<file path="src/rtl/fir_serial_mac_if.sv">
// Sample/coefficient/result bundle for fir_serial_mac.
// master = sample and coefficient source, slave = the filter.
interface fir_serial_mac_if #(
  parameter int unsigned TAPS = 16
);
  logic                      data_valid;
  logic signed [15:0]        data_in;
  logic                      in_ready;
  logic                      coef_we;
  logic [$clog2(TAPS)-1:0]   coef_addr;
  logic signed [15:0]        coef_data;
  logic                      fir_valid;
  logic signed [15:0]        fir_d;

  modport master (
    output data_valid, data_in, coef_we, coef_addr, coef_data,
    input  in_ready, fir_valid, fir_d
  );

  modport slave (
    input  data_valid, data_in, coef_we, coef_addr, coef_data,
    output in_ready, fir_valid, fir_d
  );
endinterface

</file>
<file path="src/rtl/fir_serial_mac.sv">
// Single-MAC time-multiplexed FIR: one sample in, TAPS multiply-accumulate cycles, one result out.
// Define FIR_SAT_EN to saturate the rounded result to 16 bits instead of wrapping it.
module fir_serial_mac #(
  parameter int unsigned TAPS      = 16,
  parameter int unsigned COEF_FRAC = 15
) (
  input logic              clk,
  input logic              rst,
  fir_serial_mac_if.slave  bus
);
  localparam int unsigned IdxW = $clog2(TAPS);
  localparam int unsigned AccW = 32 + IdxW;

  localparam logic signed [AccW-1:0] RndBias = {{(AccW-1){1'b0}}, 1'b1} << (COEF_FRAC - 1);

  typedef enum logic [1:0] {StIdle, StMac, StDone} state_e;

  state_e                 state_q, state_d;
  logic signed [15:0]     x_q [TAPS];
  logic signed [15:0]     c_q [TAPS];
  logic signed [AccW-1:0] acc_q, acc_d;
  logic [IdxW-1:0]        idx_q, idx_d;
  logic signed [15:0]     fir_d_q, fir_d_d;
  logic                   fir_valid_q, fir_valid_d;

  logic                   accept;
  logic                   coef_wr;
  logic signed [31:0]     prod;
  logic signed [AccW-1:0] rounded;
  logic signed [15:0]     narrow;

  assign bus.in_ready  = (state_q == StIdle);
  assign bus.fir_valid = fir_valid_q;
  assign bus.fir_d     = fir_d_q;

  assign accept  = bus.data_valid && (state_q == StIdle);
  // An accept in the same cycle wins over a coefficient write.
  assign coef_wr = bus.coef_we && (state_q == StIdle) && !accept &&
                   (32'(bus.coef_addr) < TAPS);

  assign prod    = x_q[idx_q] * c_q[idx_q];
  assign rounded = (acc_q + RndBias) >>> COEF_FRAC;

`ifdef FIR_SAT_EN
  localparam logic signed [AccW-1:0] SatMax = AccW'(32767);
  localparam logic signed [AccW-1:0] SatMin = AccW'(-32768);

  always_comb begin
    if (rounded > SatMax) begin
      narrow = 16'sh7fff;
    end else if (rounded < SatMin) begin
      narrow = 16'sh8000;
    end else begin
      narrow = rounded[15:0];
    end
  end
`else
  assign narrow = rounded[15:0];
`endif

  always_comb begin
    state_d     = state_q;
    acc_d       = acc_q;
    idx_d       = idx_q;
    fir_d_d     = fir_d_q;
    fir_valid_d = 1'b0;
    unique case (state_q)
      StIdle: begin
        if (accept) begin
          acc_d   = '0;
          idx_d   = '0;
          state_d = StMac;
        end
      end
      StMac: begin
        acc_d = acc_q + AccW'(prod);
        if (idx_q == IdxW'(TAPS - 1)) begin
          idx_d   = '0;
          state_d = StDone;
        end else begin
          idx_d = idx_q + 1'b1;
        end
      end
      StDone: begin
        fir_d_d     = narrow;
        fir_valid_d = 1'b1;
        state_d     = StIdle;
      end
      default: state_d = StIdle;
    endcase
  end

  always_ff @(posedge clk or negedge rst) begin
    if (!rst) begin
      state_q     <= StIdle;
      acc_q       <= '0;
      idx_q       <= '0;
      fir_d_q     <= '0;
      fir_valid_q <= 1'b0;
    end else begin
      state_q     <= state_d;
      acc_q       <= acc_d;
      idx_q       <= idx_d;
      fir_d_q     <= fir_d_d;
      fir_valid_q <= fir_valid_d;
    end
  end

  always_ff @(posedge clk or negedge rst) begin
    if (!rst) begin
      for (int i = 0; i < TAPS; i++) begin
        x_q[i] <= '0;
        c_q[i] <= '0;
      end
    end else begin
      if (accept) begin
        x_q[0] <= bus.data_in;
        for (int i = 1; i < TAPS; i++) begin
          x_q[i] <= x_q[i-1];
        end
      end
      if (coef_wr) begin
        c_q[bus.coef_addr] <= bus.coef_data;
      end
    end
  end
endmodule
</file>
<file path="src/flat_wrapper.sv">
// flat-port wrapper written by rule: the top's interface ports become plain ports
module fir_serial_mac_flat 
#(
  parameter int unsigned TAPS      = 16,
  parameter int unsigned COEF_FRAC = 15
)
  (clk, rst, bus_data_valid, bus_data_in, bus_coef_we, bus_coef_addr, bus_coef_data, bus_in_ready, bus_fir_valid, bus_fir_d);
  fir_serial_mac_if #(.TAPS(TAPS)) bus_i ();
  input logic clk;
  input logic rst;
  input wire logic [$bits(bus_i.data_valid)-1:0] bus_data_valid;
  input wire logic [$bits(bus_i.data_in)-1:0] bus_data_in;
  input wire logic [$bits(bus_i.coef_we)-1:0] bus_coef_we;
  input wire logic [$bits(bus_i.coef_addr)-1:0] bus_coef_addr;
  input wire logic [$bits(bus_i.coef_data)-1:0] bus_coef_data;
  output wire logic [$bits(bus_i.in_ready)-1:0] bus_in_ready;
  output wire logic [$bits(bus_i.fir_valid)-1:0] bus_fir_valid;
  output wire logic [$bits(bus_i.fir_d)-1:0] bus_fir_d;
  assign bus_i.data_valid = bus_data_valid;
  assign bus_i.data_in = bus_data_in;
  assign bus_i.coef_we = bus_coef_we;
  assign bus_i.coef_addr = bus_coef_addr;
  assign bus_i.coef_data = bus_coef_data;
  assign bus_in_ready = bus_i.in_ready;
  assign bus_fir_valid = bus_i.fir_valid;
  assign bus_fir_d = bus_i.fir_d;
  fir_serial_mac #(.TAPS(TAPS), .COEF_FRAC(COEF_FRAC)) u_core (.clk(clk), .rst(rst), .bus(bus_i));
endmodule
</file>
<file path="config.mk">
export PLATFORM = sky130hd
export DESIGN_NAME = fir_serial_mac_flat
export DESIGN_NICKNAME = d
export VERILOG_FILES = /design/src/rtl/fir_serial_mac_if.sv /design/src/rtl/fir_serial_mac.sv /design/src/flat_wrapper.sv
export SDC_FILE = /design/constraint.sdc
export NUM_CORES = 2
export LEC_CHECK = 0
export BUFFER_PORTS_ARGS = -buffer_cell sky130_fd_sc_hd__buf_2
export CORE_UTILIZATION = 55
export DETAILED_ROUTE_END_ITERATION = 7
export PLACE_DENSITY = 0.75
export SKIP_LAST_GASP = 1
export SYNTH_ARGS = -nofsm -noshare
export SYNTH_HDL_FRONTEND = slang
export SYNTH_SLANG_ARGS = --single-unit
</file>
<file path="constraint.sdc">
create_clock -name clk -period 21.1 [get_ports clk]
set_input_delay 4.22 -clock clk [delete_from_list [all_inputs] [get_ports clk]]
set_output_delay 4.22 -clock clk [all_outputs]
set_load 0.01 [all_outputs]
</file>
# Word-level counts from Yosys, hierarchy flattened
# Index checks and enable logic that the tools add are counted.
[word_totals]
elab_cells = 78
regBits = 571
n_memories = 0
romBits = 0
ram_bits = 0
input_bits = 40
out_inout_bits = 18
latchBits = 0
[op_classes]
shift = 0
n_div = 0
n_reduce_logical = 9
muxes = 18
add_sub_neg = 3
multipliers = 1
n_eq_ne = 5
bitwise = 2
magnitude_cmp = 3
[op_table]
columns = ["op", "n"]
rows = [
  ["bitwise mux 256 bit", 1],
  ["binary-select mux 16 bit (select 4 bit)", 2],
  ["2-to-1 mux 16 bit", 5],
  ["one-hot mux 36 bit (2 select lines)", 1],
  ["demux 16 bit (select 4 bit)", 1],
  ["adder 36 x 32 -> 36 bit", 1],
  ["2-to-1 mux 36 bit", 1],
  ["multiplier 16 x 16 -> 32 bit", 1],
  ["adder 31 x 16 -> 31 bit (second input constant)", 1],
  [">= comparator 5 bit (second input constant)", 2],
  ["NOT 4 -> 5 bit", 2],
  ["2-to-1 mux 4 bit", 2],
  ["one-hot mux 4 bit (2 select lines)", 1],
  ["less-than comparator 5 x 1 -> 1 bit (second input constant)", 1],
  ["adder 4 x 1 -> 4 bit (second input constant)", 1],
  ["equality test 4 bit (second input constant)", 1],
  ["logical AND 1 bit", 4],
  ["2-to-1 mux 2 bit", 2],
  ["inequality test 2 x 1 -> 1 bit (second input constant)", 2],
  ["one-hot mux 2 bit (2 select lines)", 1],
  ["AND reduction 2 bit", 2],
  ["equality test 2 x 1 -> 1 bit (second input constant)", 1],
  ["equality test 2 bit (second input constant)", 1],
  ["logical NOT 2 bit", 1],
  ["3 further kinds", 3],
]

# Longest topological paths before layout
[depth]
depth_word = 7
depth_mapped = 33
mapped_depth_nobuf = 27

# Worst setup path before layout
# OpenSTA, ideal clock, no wires.
[synth_timing]
kind = "reg-to-reg"
from = "reg u_core.idx_q[0]"
to = "reg u_core.acc_q[20]"
n_path_buf = 5
path_slack_ns = 13.370
path_stages_with_launch = 30
t_arrival_ns = 7.598
t_required_ns = 20.968
setup_time_ns = 0.132
period_less_slack_ns = 7.730
cell_sequence = "dfrtp_1 buf_6 buf_12 buf_2 buf_4 buf_4 mux4_2 mux2_2 o21ai_1 nor2_1 fa_1 inv_1 fa_1 fa_1 fa_1 inv_1 fa_1 inv_1 fa_1 inv_1 ha_1 a21oi_1 o21ai_1 a2111o_1 a31oi_1 nor2_1 a21o_1 a21oi_1 xor2_1 o21ai_1"
[synth_between]
elab_chain_len = 7
word_cells_on_any_way = 10
classes_between = "1 x add/sub; 1 x mul; 7 x mux; 1 x bitwise"
[synth_lines]
columns = ["item", "line", "text"]
rows = [
  ["start, declared", "fir_serial_mac.sv:22", "logic [IdxW-1:0] idx_q, idx_d;"],
  ["start signal, assigned", "fir_serial_mac.sv:103", "idx_q <= idx_d;"],
  ["NOT 4 -> 5 bit (implied by the code) (*)", "fir_serial_mac.sv:41", "assign prod = x_q[idx_q] * c_q[idx_q];"],
  ["binary-select mux 16 bit (select 4 bit)", "fir_serial_mac.sv:41", ""],
  ["2-to-1 mux 16 bit (implied by the code) (2 in a row)", "fir_serial_mac.sv:41", ""],
  ["multiplier 16 x 16 -> 32 bit (*)", "fir_serial_mac.sv:41", ""],
  ["adder 36 x 32 -> 36 bit (*)", "fir_serial_mac.sv:76", "acc_d = acc_q + AccW'(prod);"],
  ["one-hot mux 36 bit (2 select lines) (*)", "fir_serial_mac.sv:67", "unique case (state_q)"],
  ["end signal, assigned", "fir_serial_mac.sv:96", "acc_q <= '0;"],
  ["end signal, assigned", "fir_serial_mac.sv:102", "acc_q <= acc_d;"],
  ["end, declared", "fir_serial_mac.sv:21", "logic signed [AccW-1:0] acc_q, acc_d;"],
]
# Every way passes the cells marked *; elsewhere a longest branch is shown, timed or not. The select of a mux whose other input is x is not followed.
# A chain may end at the register's enable or synchronous reset.

# Worst setup path after layout
# Ends and elaborated chain as after synthesis.

==> flow_metrics.tcl <==
set metrics [dict create \
    multi_input_area_um2 19700 \
    hold_buffers 0 \
    grtUsageTotal 0.248 \
    die_height_um 257 \
    synth_seq_cells 566 \
    setup_tns_ns 0 \
    drive_gt1_frac 0.174 \
    die-area_um2 66100 \
    setup_ws_ns 11.47 \
    mappedNetlistArea_um2 35800 \
    cpLargestDelayFamily "adder cells" \
    area_growth_pct 8.30 \
    crit_required_ns 21.59 \
    cts.clk_slew.worst_paths_ns 0.06 \
    boundaryPins 58 \
    wire_per_inst_um 18.8 \
    vias 23500 \
    drv_cap 0 \
    worstMarginPinSlew_ns 1.30 \
    fin_util 0.603 \
    drcViolationCount 0 \
    synth_top_family_by_area "adder cells" \
    final_area_um2 38800 \
    antenna_found_initial 4 \
    placed_area_um2 36800 \
    end_kind "flip-flop" \
    hold_violations 0 \
    viasPerCell 5.59 \
    htreeDepth 2 \
    hold_path_class "reg -> reg" \
    drt_first_pass_iters 5 \
    seq_area_frac_synth 0.395 \
    grt_max_degree 232 \
    synth_top_area_frac 0.395 \
    synth-compound-area-share 0.0292 \
    num-fill-cells 5053 \
    gr-total-overflow 0 \
    cts_buffers 59 \
    crit_type "reg -> reg" \
    synth.avg_cell_area_um2 10.8 \
    fmax_mhz 104 \
    core-area_um2 64300 \
    period_needed_ns 9.63 \
    cts-root-buf "clkbuf_16" \
    clockBufferDepth 3 \
    synthXorXnorAreaFrac 0.0130 \
    synth_edf_count 0 \
    crit_slowest_cell "dfrtp_4" \
    finalNetCount 3724 \
    finalMaxSlewViolations 0 \
    post-cts-setup-buffers 0 \
    grt_pass1_vias 24300 \
    synth_top_area_cell "dfrtp_1" \
    cts_tree "built" \
    grt_setup_unrepaired "false" \
    ys_top_cells_by_area "dfrtp_1 (40%), fa_1 (16%), nand2_1 (9.8%)" \
    place_ws_ns 11.47 \
    dpl.hpwl_um 53200 \
    period_share 0.457 \
    cts.sinks 566 \
    place_congestion 0.885 \
    synth_nets 3747 \
    start_util 0.557 \
    ant_nets 0 \
    start_kind "flip-flop" \
    synth_cell_types 59 \
    setup_viol 0 \
    wl_um 79200 \
    fin_worst_skew_ns 0.0288 \
    synth_flop_cell "dfrtp_1" \
    path_common_cell "fa_1" \
    slowest_delay_ns 0.80 \
    synth_fa_ha_area_frac 0.193 \
    synth-simple-area-share 0.134 \
    relSlewSlack 0.131 \
    arrival_ns 10.12 \
    num_rows 93 \
    die_x_um 257 \
    outcome "completed" \
    synth-warning-count 0 \
    drtIter0Drc 1731 \
    syn_inst 3325 \
    cp_num_buf_inv 6 \
    grt_pass1_wl_um 130000 \
    cts.repair.resized 0 \
    crit_fanout 36 \
    seq_area_um2 14200 \
    clk_latency_ns 0.65 \
    muxShareOfSynthArea 0.178 \
    io_buffers 57 \
    synthArstFlopShare 1.00 \
]
sequential cells by signal, indices dropped and copies added, names as in the netlist:
register              flops
u_core.c_q              256
u_core.x_q              256
u_core.acc_q             31
u_core.bus.fir_d         16
u_core.idx_q              4
u_core.state_q            2
u_core.bus.fir_valid      1
layout by cell type, fill, tap and decap left out, types with 4 or more instances in the layout:
cell type    n
buf_4       31
clkbuf_1    14
ha_1        97
buf_2       56
xnor2_1     32
nor2b_1     12
mux4_2     135
inv_2       11
clkbuf_16   59
a211oi_1     5
bufinv_16    5
nand2_1    933
mux2_1      46
clkbuf_8    11
nor2_1     167
and2_1       4
nand2b_1    22
o21ai_0     47
and3_1       9
o21ai_1     30
o21a_1      16
nand3_1     39
a31oi_1      4
o21bai_1     5
fa_1       285
clkinv_2    14
mux2i_1     22
xor2_1      21
a21o_1      12
dfrtp_1    562
mux2_2     232
inv_1      328
a21oi_1     20
routing by layer:
layer,track usage,part of all wire
met1,0.358,0.45
met2,0.394,0.47
met3,0.0352,0.053
met4,0.0694,0.025
met5,0,0.00045
synth_stat cells, drive strengths merged (4+ instances only):
cell,number
nand2,934
a211oi,5
dfrtp,566
mux2i,22
xnor2,32
nor3b,4
mux4,135
nand3,39
nor2,168
and3,9
fa,285
clkbuf,131
a21oi,20
nor2b,12
inv,339
nand2b,23
o21a,16
ha,97
and2,5
xor2,21
a31oi,4
mux2,278
a21o,12
buf,44
o21ai,80
o21bai,5
area by class of cell:
class                           instances  area share
Antenna cell                            1   0.0000645
Inverter                              340      0.0329
Tap cell                              855      0.0276
Clock inverter                         26     0.00832
Clock buffer                           84      0.0433
Timing Repair Buffer                   91      0.0152
Sequential cell                       566       0.365
Multi-Input combinational cell       2244       0.507
logic make-up after synthesis:
family                     after synthesis
xor gates and xnor gates                53
muxes                                  435
DFF                                    566
buffers and inverters                  515
adders and majority gates              382
and+or+nand+nor                       1212
AOI/OAI and AO/OA                      162
per-stage QoR:
stage               cells  hold WS (ns)
floorplan            3325         0.441
global placement     4096         0.453
detailed placement   4096         0.458
CTS                  4206         0.473
global route         4206         0.495
finish               4207         0.470
final timing paths:
kind                                                  from  slack (ns)  cells past startpoint                              end
min in group asynchronous                              rst        3.65                      1      u_core.x_q[190]$_DFFE_PN0P_
max                            u_core.idx_q[0]$_DFFE_PN0P_       11.47                     26     u_core.acc_q[20]$_DFFE_PN0P_
max reg2reg                    u_core.idx_q[0]$_DFFE_PN0P_       11.47                     26     u_core.acc_q[20]$_DFFE_PN0P_
min reg2reg                u_core.bus.fir_d[5]$_DFFE_PN0P_        0.47                      2  u_core.bus.fir_d[5]$_DFFE_PN0P_
min                        u_core.bus.fir_d[5]$_DFFE_PN0P_        0.47                      2  u_core.bus.fir_d[5]$_DFFE_PN0P_
max in group asynchronous                              rst       14.35                      4      u_core.c_q[206]$_DFFE_PN0P_
worst reg2reg max path: stages, from the launching register on:
cell      delay [ns]
dfrtp_4         0.80
buf_4           0.69
buf_4           0.76
mux4_2          0.63
mux2_2          0.29
o21ai_1         0.72
nor2_1          0.19
fa_1            0.58
inv_1           0.06
fa_1            0.45
fa_1            0.52
fa_1            0.54
inv_1           0.05
fa_1            0.47
inv_1           0.04
fa_1            0.47
inv_1           0.04
ha_1            0.33
a21oi_1         0.17
o21ai_1         0.10
a2111o_1        0.42
a31oi_1         0.43
nor2_1          0.15
a21o_1          0.20
a21oi_1         0.16
xor2_1          0.16
o21ai_1         0.07
Power is not shown: default switching activity piles up to over one toggle a cycle in this logic, so the estimate is an artifact.
